`src/rtl/interrupt_seq.sv`:
```
// Machine-mode interrupt sequencer: CSR file, trap entry/return and WFI sleep.
// Define INTSEQ_TIMER_IRQ_EN to enable the timer source (MTIE/MTIP); otherwise only external interrupts exist.
module interrupt_seq (
    input  logic        clk,
    input  logic        rst,
    input  logic        ext_irq,
    input  logic        tmr_irq,
    input  logic        wfi_inst,
    input  logic        mret_inst,
    input  logic [31:0] ex_pc,
    input  logic [31:0] resume_pc,
    input  logic        IM_busy,
    input  logic        DM_busy,
    input  logic        Flush,
    input  logic        csr_we,
    input  logic [11:0] csr_addr,
    input  logic [31:0] csr_wdata,
    output logic [31:0] csr_rdata,
    output logic        interrupt_taken,
    output logic        MRET,
    output logic        WFI_mode,
    output logic [31:0] mtvec_PC,
    output logic [31:0] mepc_PC
);

`ifdef INTSEQ_TIMER_IRQ_EN
    localparam logic TMR_EN = 1'b1;
`else
    localparam logic TMR_EN = 1'b0;
`endif

    localparam logic [1:0] S_RUN  = 2'd0;
    localparam logic [1:0] S_TRAP = 2'd1;
    localparam logic [1:0] S_RET  = 2'd2;
    localparam logic [1:0] S_WFI  = 2'd3;

    localparam logic [11:0] A_MSTATUS = 12'h300;
    localparam logic [11:0] A_MIE     = 12'h304;
    localparam logic [11:0] A_MTVEC   = 12'h305;
    localparam logic [11:0] A_MEPC    = 12'h341;
    localparam logic [11:0] A_MCAUSE  = 12'h342;
    localparam logic [11:0] A_MIP     = 12'h344;

    localparam logic [31:0] CAUSE_EXT = 32'h8000_000B;
    localparam logic [31:0] CAUSE_TMR = 32'h8000_0007;

    logic [1:0]  state_q, state_d;
    logic        mie_q, mie_d, mpie_q, mpie_d;
    logic        meie_q, meie_d, mtie_q, mtie_d;
    logic [29:0] mtvec_q, mtvec_d, mepc_q, mepc_d;
    logic [31:0] mcause_q, mcause_d;

    logic        mtip, pend, take, quiet;
    logic [31:0] wfi_ret_pc;

    assign mtip       = TMR_EN & tmr_irq;
    assign pend       = (ext_irq & meie_q) | (mtip & mtie_q);
    assign take       = pend & mie_q;
    assign quiet      = ~IM_busy & ~DM_busy & ~Flush;
    assign wfi_ret_pc = ex_pc + 32'd4;

    // Software writes are applied first so the FSM's hardware updates below override them.
    always_comb begin
        state_d  = state_q;
        mie_d    = mie_q;
        mpie_d   = mpie_q;
        meie_d   = meie_q;
        mtie_d   = mtie_q;
        mtvec_d  = mtvec_q;
        mepc_d   = mepc_q;
        mcause_d = mcause_q;

        if (csr_we) begin
            case (csr_addr)
                A_MSTATUS: begin
                    mie_d  = csr_wdata[3];
                    mpie_d = csr_wdata[7];
                end
                A_MIE: begin
                    meie_d = csr_wdata[11];
                    mtie_d = TMR_EN & csr_wdata[7];
                end
                A_MTVEC:  mtvec_d  = csr_wdata[31:2];
                A_MEPC:   mepc_d   = csr_wdata[31:2];
                A_MCAUSE: mcause_d = csr_wdata;
                default: ;
            endcase
        end

        case (state_q)
            S_RUN: begin
                if (quiet) begin
                    if (take) begin
                        state_d = S_TRAP;
                        mepc_d  = resume_pc[31:2];
                    end else if (mret_inst) begin
                        state_d = S_RET;
                    end else if (wfi_inst) begin
                        state_d = S_WFI;
                        mepc_d  = wfi_ret_pc[31:2];
                    end
                end
            end
            S_TRAP: begin
                mcause_d = (!TMR_EN || (ext_irq & meie_q)) ? CAUSE_EXT : CAUSE_TMR;
                mpie_d   = mie_q;
                mie_d    = 1'b0;
                state_d  = S_RUN;
            end
            S_RET: begin
                mie_d   = mpie_q;
                mpie_d  = 1'b1;
                state_d = S_RUN;
            end
            default: begin
                // Sleep wakes on any enabled pending source; MIE only decides whether it traps.
                if (pend) state_d = mie_q ? S_TRAP : S_RUN;
            end
        endcase
    end

    always_ff @(posedge clk) begin
        if (rst) begin
            state_q  <= S_RUN;
            mie_q    <= 1'b0;
            mpie_q   <= 1'b0;
            meie_q   <= 1'b0;
            mtie_q   <= 1'b0;
            mtvec_q  <= '0;
            mepc_q   <= '0;
            mcause_q <= '0;
        end else begin
            state_q  <= state_d;
            mie_q    <= mie_d;
            mpie_q   <= mpie_d;
            meie_q   <= meie_d;
            mtie_q   <= mtie_d;
            mtvec_q  <= mtvec_d;
            mepc_q   <= mepc_d;
            mcause_q <= mcause_d;
        end
    end

    always_comb begin
        csr_rdata = '0;
        case (csr_addr)
            A_MSTATUS: csr_rdata = {19'd0, 2'b11, 3'd0, mpie_q, 3'd0, mie_q, 3'd0};
            A_MIE:     csr_rdata = {20'd0, meie_q, 3'd0, mtie_q, 7'd0};
            A_MTVEC:   csr_rdata = {mtvec_q, 2'b00};
            A_MEPC:    csr_rdata = {mepc_q, 2'b00};
            A_MCAUSE:  csr_rdata = mcause_q;
            A_MIP:     csr_rdata = {20'd0, ext_irq, 3'd0, mtip, 7'd0};
            default:   csr_rdata = '0;
        endcase
    end

    assign interrupt_taken = (state_q == S_TRAP);
    assign MRET            = (state_q == S_RET);
    assign WFI_mode        = (state_q == S_WFI);
    assign mtvec_PC        = {mtvec_q, 2'b00};
    assign mepc_PC         = {mepc_q, 2'b00};

endmodule
```
`config.mk`:
```
export PLATFORM = sky130hd
export DESIGN_NAME = interrupt_seq
export DESIGN_NICKNAME = d
export VERILOG_FILES = /design/src/rtl/interrupt_seq.sv
export SDC_FILE = /design/constraint.sdc
export NUM_CORES = 1
export LEC_CHECK = 0
export BUFFER_PORTS_ARGS = -buffer_cell sky130_fd_sc_hd__clkbuf_2
export CORE_UTILIZATION = 53
export DETAILED_ROUTE_END_ITERATION = 8
export PLACE_DENSITY = 0.92
export REMOVE_ABC_BUFFERS = 1
export SETUP_SLACK_MARGIN = 0.4
export SYNTH_ARGS = -nofsm -noshare
export SYNTH_HDL_FRONTEND = slang
export SYNTH_SLANG_ARGS = --single-unit
```
`constraint.sdc`:
```
create_clock -name clk -period 7 [get_ports clk]
set_input_delay 1.75 -clock clk [delete_from_list [all_inputs] [get_ports clk]]
set_output_delay 1.75 -clock clk [all_outputs]
set_load 0.1 [all_outputs]
```
==> flow_results.xml <==
<?xml version="1.0" encoding="UTF-8"?>
<metrics>
  <group name="synth">
    <metric name="post_synth_inst_count" unit="">723</metric>
    <metric name="synth_xor_xnor_area_share" unit="%">2.71</metric>
    <metric name="synth_top_cells_by_area" unit="">sky130_fd_sc_hd__dfxtp_1, sky130_fd_sc_hd__nand2_1, sky130_fd_sc_hd__a21oi_1</metric>
    <metric name="synth_sequential_area_ratio" unit="%">35.4</metric>
    <metric name="muxShareOfSynthArea" unit="%">4.99</metric>
    <metric name="asyncSetResetFlopFracSynth" unit="%">0</metric>
    <metric name="synth-seq-cells" unit="">97</metric>
    <metric name="synth_compound_gate_area_share" unit="%">23.8</metric>
    <metric name="synth_adder_area_share" unit="%">1.14</metric>
    <metric name="netlist-cell-type-count" unit="">65</metric>
    <metric name="syn_area_per_cell" unit="sq um">7.60</metric>
    <metric name="synth_top_area_cell" unit="">sky130_fd_sc_hd__dfxtp_1</metric>
    <metric name="syn-cell-area" unit="sq um">5490</metric>
    <metric name="main_combinational_cell_family_by_area_after_synthesis" unit="">simple AND/OR/NAND/NOR gates</metric>
    <metric name="synthSimpleGateAreaFrac" unit="%">25.2</metric>
    <metric name="netlist.area_leader.share" unit="%">35.4</metric>
    <metric name="synthFlopType" unit="">sky130_fd_sc_hd__dfxtp_1</metric>
    <metric name="number_of_flops_mapped_to_enable_cells_by_yosys" unit="">0</metric>
    <metric name="synth_warn" unit="">0</metric>
  </group>
  <group name="cts">
    <metric name="tritoncts" unit="">yes</metric>
    <metric name="clk_latency" unit="ns">0.37</metric>
    <metric name="cts-root-to-sink-buffers" unit="">2</metric>
    <metric name="holdBufCountCts" unit="">0</metric>
    <metric name="clkTransAtPathRegs" unit="ns">0.10</metric>
    <metric name="htree_levels" unit="">3</metric>
    <metric name="clock_tree.root_cell" unit="">sky130_fd_sc_hd__clkbuf_8</metric>
    <metric name="postCtsSetupBuffers" unit="">0</metric>
    <metric name="numCtsBuffers" unit="">9</metric>
    <metric name="clkSinkCount" unit="">97</metric>
    <metric name="cts_resized" unit="">0</metric>
  </group>
  <group name="layout">
    <metric name="final_cells" unit="">1042</metric>
    <metric name="area_growth" unit="%">23.5</metric>
    <metric name="fin_nets" unit="">1026</metric>
    <metric name="final_layout_size_suffix_gt1_share" unit="%">28.9</metric>
    <metric name="final_common_cell" unit="">sky130_fd_sc_hd__clkbuf_2</metric>
    <metric name="most-common-layout-cells" unit="">sky130_fd_sc_hd__clkbuf_2, sky130_fd_sc_hd__nand2_1, sky130_fd_sc_hd__dfxtp_1</metric>
  </group>
  <group name="detailed_routing">
    <metric name="wirelength" unit="microns">18800</metric>
    <metric name="remaining_drc_errors" unit="">0</metric>
    <metric name="drt_pass1_iterations" unit="">8</metric>
    <metric name="vias_per_cell" unit="">6.04</metric>
    <metric name="post_route_ant_nets" unit="">0</metric>
    <metric name="wire_per_inst" unit="microns">18.0</metric>
    <metric name="num_vias" unit="">6294</metric>
    <metric name="drt_iter0_markers" unit="">702</metric>
  </group>
  <group name="global_route">
    <metric name="antenna_found_initial" unit="">1</metric>
    <metric name="first_global_vias" unit="">5759</metric>
    <metric name="grt-ovfl-total" unit="">0</metric>
    <metric name="grt_max_degree" unit="">40</metric>
    <metric name="track_usage" unit="%">34.3</metric>
    <metric name="grt_first_pass_wirelength" unit="microns">29600</metric>
  </group>
  <group name="sta">
    <metric name="timing.fmax" unit="MHz">157</metric>
    <metric name="final_setup_violation_count" unit="">0</metric>
    <metric name="final_max_slew_viol_count" unit="">0</metric>
    <metric name="worst_slew_pin_slew" unit="ns">1.11</metric>
    <metric name="rsz_0062_raised_after_global_routing" unit="">no</metric>
    <metric name="layout_worst_path_cycle_share" unit="%">91.1</metric>
    <metric name="slew-limit-headroom" unit="%">25.5</metric>
    <metric name="clock_skew" unit="ns">0.00999</metric>
    <metric name="post-route-min-period" unit="ns">6.38</metric>
    <metric name="hold_violations" unit="">0</metric>
    <metric name="setup-tns-final" unit="ns">0</metric>
  </group>
  <group name="critical_path">
    <metric name="critical_path_peak_fanout" unit="">19</metric>
    <metric name="slowest_delay" unit="ns">0.69</metric>
    <metric name="cp_num_buf_inv" unit="">4</metric>
    <metric name="crit_chain" unit="">clkbuf_2, nand4bb_1, nor4_1, and2_1, buf_4, a222oi_1, inv_1, clkbuf_2</metric>
    <metric name="critPathKind" unit="">primary input to output port</metric>
    <metric name="cpLargestDelayFamily" unit="">simple AND/OR/NAND/NOR gates</metric>
    <metric name="crit_path_top_delay_cell" unit="">sky130_fd_sc_hd__and2_1</metric>
    <metric name="cp_endpoint_kind" unit="">output port</metric>
    <metric name="crit_arrival" unit="ns">4.63</metric>
    <metric name="crit_path_frequent_cell" unit="">sky130_fd_sc_hd__clkbuf_2</metric>
    <metric name="setup.worst_path.start_class" unit="">primary input</metric>
    <metric name="cp.required" unit="ns">5.25</metric>
  </group>
  <group name="place">
    <metric name="gp_congestion" unit="">0.895</metric>
    <metric name="placed_insts" unit="">1025</metric>
    <metric name="port_buffers" unit="">207</metric>
    <metric name="dp_hpwl" unit="microns">13800</metric>
  </group>
  <group name="die">
    <metric name="fp-row-count" unit="">36</metric>
    <metric name="chipHeight" unit="microns">104</metric>
    <metric name="floorplan.initialDensity" unit="%">55.4</metric>
    <metric name="floorplan.die_area" unit="sq um">10800</metric>
    <metric name="pin_count" unit="">217</metric>
    <metric name="dieWidth" unit="microns">104</metric>
    <metric name="core-area" unit="sq um">9910</metric>
  </group>
  <group name="flow_run">
    <metric name="cap_violations" unit="">0</metric>
  </group>
  <group name="power_and_ir_drop">
    <metric name="cell_internal_pwr" unit="uW">753</metric>
    <metric name="p_leak" unit="uW">0.00300</metric>
    <metric name="seq_power_share" unit="%">51.4</metric>
    <metric name="power.combinational.fraction" unit="%">16.3</metric>
    <metric name="switching_share_of_power" unit="%">31.6</metric>
    <metric name="pwr_cell_area" unit="nW/um^2">162</metric>
    <metric name="power.ir.vdd_worst" unit="mV">0.104</metric>
    <metric name="total_power" unit="uW">1100</metric>
    <metric name="switching_component_of_the_power" unit="uW">347</metric>
    <metric name="share_clk_of_total_power" unit="%">32.3</metric>
  </group>
  <group name="run_status">
    <metric name="outcome" unit="">finished, final reports clean</metric>
  </group>
  <group name="hold_path">
    <metric name="min-delay-path-class" unit="">register to register</metric>
  </group>
</metrics>
-- worst reg2reg max path, delay by kind of cell (launching register included) --
kind                     cells  cell delay [ns]
AND/OR/NAND/NOR              1             0.73
flip-flops                   1             0.36
AO/OA/AOI/OAI                3             1.13
adder cells (fa/ha/maj)      1             0.23
buffers and inverters        2             0.16
-- kinds of logic (layout without fill, tap and decap cells) --
kind of cell / Yosys count / in the layout
adder cells (fa/ha/maj): 5 / 5
buffers and inverters: 90 / 272
AO/OA/AOI/OAI: 193 / 193
other: 1 / 5
multiplexers: 25 / 25
XOR/XNOR: 17 / 17
AND/OR/NAND/NOR: 295 / 295
flip-flops: 97 / 97
-- registers in the layout (all words and copies together), names as in the netlist --
register / cells
state_q: 2
mie_q: 1
mtvec_q: 30
meie_q: 1
mepc_q: 30
mcause_q: 32
mpie_q: 1
-- Yosys cell counts (all sizes together), types with 2 or more instances --
cell	number
nand2	163
dfxtp	97
a21oi	86
clkbuf	46
inv	35
a222oi	33
nor2	29
nor3	22
nand3	17
mux2	13
and2	12
mux2i	12
o21ai	12
nor4	10
a211oi	9
a22oi	9
buf	9
xnor2	9
xor2	8
a31oi	7
and3	7
nand4	6
ha	5
o22ai	5
or3	5
and4	4
o22a	4
o31a	4
a21boi	3
a221o	3
a221oi	3
nand2b	3
nor4b	3
or2	3
or4	3
a311o	2
nand3b	2
nor3b	2
or4b	2
-- power by group through the flow --
| stage | clock [uW] | sequential [uW] | combinational [uW] |
|---|---|---|---|
| after CTS | 355 | 566 | 176 |
| after floorplan | 0 | 598 | 77.8 |
| final | 355 | 566 | 179 |
| after global routing | 380 | 567 | 191 |
| after global placement | 0 | 578 | 172 |
| after detailed placement | 0 | 579 | 175 |
-- metal layers --
metal,share of wire [%],GRT usage [%]
met2,47,56.7
met4,2.4,13.3
met3,9.4,6.42
met1,41,44.2
met5,0,0
-- final timing paths --
check | start | cells past startpoint | slack, ns | end
max | csr_addr[10] | 8 | 0.62 | csr_rdata[10]
min | mcause_q[10] | 2 | 0.46 | mcause_q[10]
max reg2reg | state_q[0] | 7 | 4.28 | mepc_q[19]
min reg2reg | mcause_q[10] | 2 | 0.46 | mcause_q[10]
-- cell type report --
| cell class | instances | area (sq um) |
|---|---|---|
| multi-input cells | 539 | 3210 |
| diodes | 1 | 2.50 |
| clock buffers | 9 | 124 |
| fillers | 853 | 3130 |
| well taps | 133 | 166 |
| clock inverters | 7 | 60.1 |
| flip-flops and latches | 97 | 1940 |
| repair buffers | 221 | 1140 |
| inverters | 35 | 131 |
-- metrics by stage --
stage                     util, %  hold WS, ns  instance area [sq um]  worst slack [ns]
after floorplan                 -        0.436                   5260            -0.531
after global routing         68.4        0.483                   6780             0.487
after global placement       66.6        0.442                   6600             0.776
after CTS                    68.4        0.465                   6780             0.694
final                        68.4        0.462                   6780             0.620
after detailed placement     66.6        0.450                   6600             0.693
Note: power is estimated with default switching activity, not from simulation.
